===== config.mk =====
export PLATFORM = sky130hd
export DESIGN_NAME = tdm_demux8
export DESIGN_NICKNAME = d
export VERILOG_FILES = /design/src/rtl/tdm_demux8.sv
export SDC_FILE = /design/constraint.sdc
export NUM_CORES = 1
export LEC_CHECK = 0
export CORE_ASPECT_RATIO = 0.9
export CORE_MARGIN = 2
export CORE_UTILIZATION = 40
export CTS_CLUSTER_SIZE = 12
export DETAILED_ROUTE_END_ITERATION = 12
export DONT_BUFFER_PORTS = 1
export HOLD_SLACK_MARGIN = 0.08
export PLACE_DENSITY = 0.5
export SLEW_MARGIN = 20
export SYNTH_ARGS = -nofsm -noshare
export SYNTH_HDL_FRONTEND = slang
export SYNTH_SLANG_ARGS = --single-unit

===== constraint.sdc =====
create_clock -name clk -period 2.5 [get_ports clk]
set_input_delay 0.5 -clock clk [delete_from_list [all_inputs] [get_ports clk]]
set_output_delay 0.5 -clock clk [all_outputs]
set_load 0.05 [all_outputs]

===== src/rtl/tdm_demux8.sv =====
// TDM slot demultiplexer: tracks frame alignment on a serial sample stream
// and presents each complete 8-slot frame as one registered parallel word.
module tdm_demux8 #(
  parameter int unsigned W = 1
) (
  input  logic           clk,
  input  logic           rst,
  input  logic [W-1:0]   din,
  input  logic           din_valid,
  input  logic           sof,
  output logic [8*W-1:0] dout,
  output logic           frame_valid,
  output logic           locked,
  output logic [2:0]     slot,
  output logic           sync_err
);

  localparam int unsigned SHADOW_W = 7 * W;

  typedef enum logic {
    ST_HUNT   = 1'b0,
    ST_LOCKED = 1'b1
  } state_t;

  state_t                r_state;
  state_t                w_state_nxt;
  logic [2:0]            r_slot;
  logic [2:0]            w_slot_nxt;
  logic [SHADOW_W-1:0]   r_shadow;
  logic [SHADOW_W-1:0]   w_shadow_nxt;
  logic [8*W-1:0]        r_dout;
  logic [8*W-1:0]        w_dout_nxt;
  logic                  r_frame_valid;
  logic                  w_frame_valid_nxt;
  logic                  r_sync_err;
  logic                  w_sync_err_nxt;
  logic                  r_locked;

  // State, slot counter, shadow and output registers
  always_ff @(posedge clk) begin
    if (rst) begin
      r_state       <= ST_HUNT;
      r_slot        <= 3'd0;
      r_shadow      <= '0;
      r_dout        <= '0;
      r_frame_valid <= 1'b0;
      r_sync_err    <= 1'b0;
      r_locked      <= 1'b0;
    end else begin
      r_state       <= w_state_nxt;
      r_slot        <= w_slot_nxt;
      r_shadow      <= w_shadow_nxt;
      r_dout        <= w_dout_nxt;
      r_frame_valid <= w_frame_valid_nxt;
      r_sync_err    <= w_sync_err_nxt;
      r_locked      <= (w_state_nxt == ST_LOCKED);
    end
  end

  // Next-state: judge each accepted sample against the lock state and slot.
  // Slot 7 goes straight to dout, so the next frame's slot 0 may reuse the
  // shadow on the very next cycle without corrupting the outgoing word.
  always_comb begin
    w_state_nxt       = r_state;
    w_slot_nxt        = r_slot;
    w_shadow_nxt      = r_shadow;
    w_dout_nxt        = r_dout;
    w_frame_valid_nxt = 1'b0;
    w_sync_err_nxt    = 1'b0;

    if (din_valid) begin
      case (r_state)
        ST_HUNT: begin
          if (sof) begin
            w_shadow_nxt[W-1:0] = din;
            w_slot_nxt          = 3'd1;
            w_state_nxt         = ST_LOCKED;
          end
        end
        ST_LOCKED: begin
          if (r_slot == 3'd0) begin
            if (sof) begin
              w_shadow_nxt[W-1:0] = din;
              w_slot_nxt          = 3'd1;
            end else begin
              w_sync_err_nxt = 1'b1;
              w_state_nxt    = ST_HUNT;
              w_slot_nxt     = 3'd0;
            end
          end else if (sof) begin
            w_sync_err_nxt      = 1'b1;
            w_shadow_nxt[W-1:0] = din;
            w_slot_nxt          = 3'd1;
          end else if (r_slot == 3'd7) begin
            w_dout_nxt        = {din, r_shadow};
            w_frame_valid_nxt = 1'b1;
            w_slot_nxt        = 3'd0;
          end else begin
            w_shadow_nxt[int'(r_slot)*int'(W) +: W] = din;
            w_slot_nxt = 3'(r_slot + 3'd1);
          end
        end
        default: begin
          w_state_nxt = ST_HUNT;
          w_slot_nxt  = 3'd0;
        end
      endcase
    end
  end

  assign dout        = r_dout;
  assign frame_valid = r_frame_valid;
  assign locked      = r_locked;
  assign slot        = r_slot;
  assign sync_err    = r_sync_err;

endmodule


Word level (Yosys, flattened, before mapping)
Cells that the tools add are included.
Storage, ports and cells
  bits in read-only memories: 0
  memories kept: 0
  word-level logic and storage cells: 44
  bits in writable memories: 0
  flip-flop bits (word level): 21
  bits in latches: 0
  input port bits: 5
Operators by class
  add/sub/neg operators: 2
  $lt $le $gt $ge: 0
  bitwise gates (word level): 5
  shifts and indexed selects: 2
  multipliers: 0
  divide/modulo/power cells: 0
  reduce and logical (&&, ||, !) cells: 7
  equal/unequal tests: 3
  multiplexer cells: 18
Operators with widths (count)
  $neg 3->33: 1
  $shift 1x33->7 const A: 1
  $shiftx 1x33->7: 1
  $mux 3: 4
  $mux 1: 10
  $reduce_and 5->1: 2
  $bwmux 7: 1
  $pmux 3 s2: 1
  $not 1->1: 5
  $reduce_or 5->1: 1
  $ne 4x4->1 const B: 1
  $pmux 1 s2: 2
  $reduce_and 2->1: 2
  $add 3x1->3 const B: 1
  $eq 3x3->1 const B: 1
  $logic_not 3->1: 1
  $reduce_or 3->1: 1
  $ne 2x2->1 const B: 1

Logic depth before layout (Yosys ltp)
  depth after elaboration: 7
  gate-level depth with buffers: 10

Worst setup path after synthesis
OpenSTA, ideal clock, no wires.
  kind: flip-flop to flip-flop
  start point: register r_slot[0], in the netlist slot[0]
  end point: register r_dout[2], in the netlist dout[2]
  slack: 0.166 ns
  data required time: 2.430 ns
  arrival time: 2.264 ns
  stages on the path, launching flop included: 11
  path through: dfxtp_1 -> inv_1 -> ha_1 -> ha_1 -> clkbuf_1 -> inv_1 -> ha_1 -> inv_1 -> nor3_2 -> nand2_1 -> a21oi_1
On the way
  cells in the longest elaborated chain, start to end: 3
  elaborated cells on any way between the ends: 4
RTL lines
  start: declaration: line 27  | logic [2:0] r_slot;
  start signal: assignment: line 51  | r_slot <= w_slot_nxt;
  $logic_not 3->1: line 81  | if (r_slot == 3'd0) begin
  $not 1->1 (no source line)
  $reduce_and 5->1 (no source line) (*)
  end signal: assignment: line 53  | r_dout <= w_dout_nxt;
  end: declaration: line 31  | logic [8*W-1:0] r_dout;
Every way passes the cells marked *; elsewhere a longest branch is shown, timed or not.
A chain may end at the register's enable or synchronous reset.

Final worst setup path
  start point: register r_slot[0], in the netlist slot[0]
  end point: register r_dout[5], in the netlist dout[5]
The elaborated chain is that of the path after synthesis.

==> run metrics <==
CTS sink cnt 21; min Tclk post-route approximately 2.0 ns; Post-Syn Area per Cell 8.623 sq um; number of hold buffers added after cts 0; crit end category flip-flop; DR vias ~840; core outline area between 2000 and 2500 sq um; # IOs 19; crit path DAT 2.23 ns; FMAX 503.9 MHz; largest net degree at the start of global routing 23; WP data required about 2.8 ns; layout cells sized above 1 around 12%; Pins Over Slew Limit 0; max cap viols 0; Final Hold Violating Endpoints 0; Post-Route Skew about 0.0024 ns; # rows 17; sequential share of the synthesized area 40.63%; diodes inserted 0; PD cells 512.4 nW/um^2; detailed placement HPWL 1.599 mm; Finished Layout Cells roughly 150; final worst slack 0.5157 ns; library cells used by synthesis 29; Crit Path Class flip-flop to flip-flop; Routed Antenna Nets 0; fin nets 137; Syn. warnings 0; Avg WL per Cell 14.76 um; CTS H-tree depth 1; clk root buf clkbuf_4; Die Y 52.25 um; CP max FO 8; relative max-transition margin 62.83%; Post-Syn Area between 1000 and 1500 sq um; Fin Setup TNS 0 ns; Startpoint Class flip-flop; Final Wtd Congestion 0.8032; initial antenna violation count 0; Clock Path Buffers 2; CTS buffer count 3; clock latency on the worst-skew pair approximately 0.3 ns; outcome finished clean; fin area between 1000 and 1500 sq um; port bufs 0; post-cts repair resize count 0; Clk pin slew, worst setup/hold paths 0.13 ns; synth-to-layout area growth 7.618%; first-pass GRT wire length 3.677 mm; DRC violations left 0; post-place setup slack between 0.5 and 0.6 ns; RSZ-0062 raised after global routing false; Die X 57.61 um; Worst IR Drop VDD between 0.2 and 0.3 mV; drt total wl 2.243 mm; post-CTS setup buffers 0; Min-Delay Path Class primary input to flip-flop; endpoints failing setup 0; overall power approximately 0.57 mW; Slew @ Worst Pin 0.5546 ns; Post-DP Area 1086 sq um; initial drt markers 16; Syn Nets approximately 130; Seq cells post-synth 21; CTS tree built; final worst path period share 79.37%; Detailed Routing Iterations Pass 1 4; total die area 3010 sq um; grt ovf 0; vias in the first global route 803; post-DR vias/cell roughly 5.5; Leak Pwr 0.4429 nW; number of placed cells counting well taps roughly 150; starting density of the core 42.30%; all-layer global routing usage between 10% and 20%; Cells after Synth 120
==> registers in the layout, summed over array words and instances (netlist names) <==
name,count
sync_err,1
locked,1
dout,8
frame_valid,1
r_shadow,7
slot,3
==> layer usage <==
layer / up-vias / global-route usage (%) / share of wire [%]
met1: 393 / 22.05 / 48
met2: 21 / 25.00 / 45
met5: - / 0 / 0
li1: 420 / - / -
met3: 5 / 3.457 / 5.3
met4: 0 / 8.140 / 1.8
==> report_power, final <==
part	internal, mW	total [mW]	switching [mW]	leakage, nW
clock	0.0596	0.171	0.112	0.0177
combinational	0.0226	0.0566	0.0341	0.256
sequential	0.338	0.343	0.00477	0.170
==> placed cells by master (no fill, tap or decap), types with 3 or more instances in the layout <==
cell type  count
clkbuf_4       3
dfxtp_1       21
ha_1           7
nand3b_1       3
buf_4          5
nand2b_1       8
nor2_1         8
nand3_1        3
nand2_1       21
inv_1          7
a21oi_1       10
mux2i_1        6
==> worst paths after layout <==
| path | cells after the start | slack (ns) | from | end |
|---|---|---|---|---|
| min | 1 | 0.24 | rst | dout[4]$_SDFFE_PP0P_ |
| max | 9 | 0.52 | slot[0]$_SDFFE_PP0P_ | dout[5]$_SDFFE_PP0P_ |
| max reg2reg | 9 | 0.52 | slot[0]$_SDFFE_PP0P_ | dout[5]$_SDFFE_PP0P_ |
| min reg2reg | 2 | 0.46 | r_shadow[1]$_SDFFE_PP0P_ | dout[1]$_SDFFE_PP0P_ |
==> area by class of cell <==
cell class | count | area (sq um)
clock buffers | 3 | 22.52
flip-flops and latches | 21 | 420.4
repair buffers | 5 | 37.54
well taps | 28 | 35.03
fillers | 263 | 1333
clock inverters | 1 | 5.005
multi-input cells | 87 | 566.8
inverters | 7 | 26.28
==> critical path: stages (launching register included) <==
cell     delay (ns)
dfxtp_1        0.35
inv_1          0.07
ha_1           0.22
ha_1           0.20
inv_1          0.08
ha_1           0.21
inv_1          0.07
nor3_2         0.47
nand2_1        0.13
a21oi_1        0.13
==> stage by stage <==
step	utilization [%]	hold WS, ns
final	45.52	0.2417
after global routing	45.52	0.2152
after CTS	45.52	0.2313
after detailed placement	44.40	0.4457
after global placement	44.40	0.4356
after floorplan	-	0.4324
==> synth_stat cells, drive strengths merged <==
library cell	number	share of area, %
a31o	1	0.85
nor3	3	1.9
nand2b	8	4.8
nor2	8	2.9
nand4b	1	0.85
nor4	2	1.8
nand2	21	7.6
a32oi	2	1.7
o21ai	2	0.97
clkbuf	3	1.1
a211o	1	0.85
ha	7	8.5
a211oi	1	0.73
buf	2	0.97
mux2i	6	5.8
and3	1	0.60
a21oi	10	4.8
dfxtp	21	41
inv	7	2.5
nand4	1	0.60
nor3b	1	1.2
a22oi	2	1.5
nand3b	4	3.3
mux2	1	1.5
nand3	3	1.5
or3	1	0.60
==> logic make-up after synthesis <==
logic type | share of synthesized area, %
AOI/OAI and AO/OA | 11.37
adders and majority gates | 8.464
buffers and inverters | 4.595
DFF | 40.63
muxes | 7.255
and+or+nand+nor | 27.69
No activity file was read; power rests on OpenSTA's default activity.
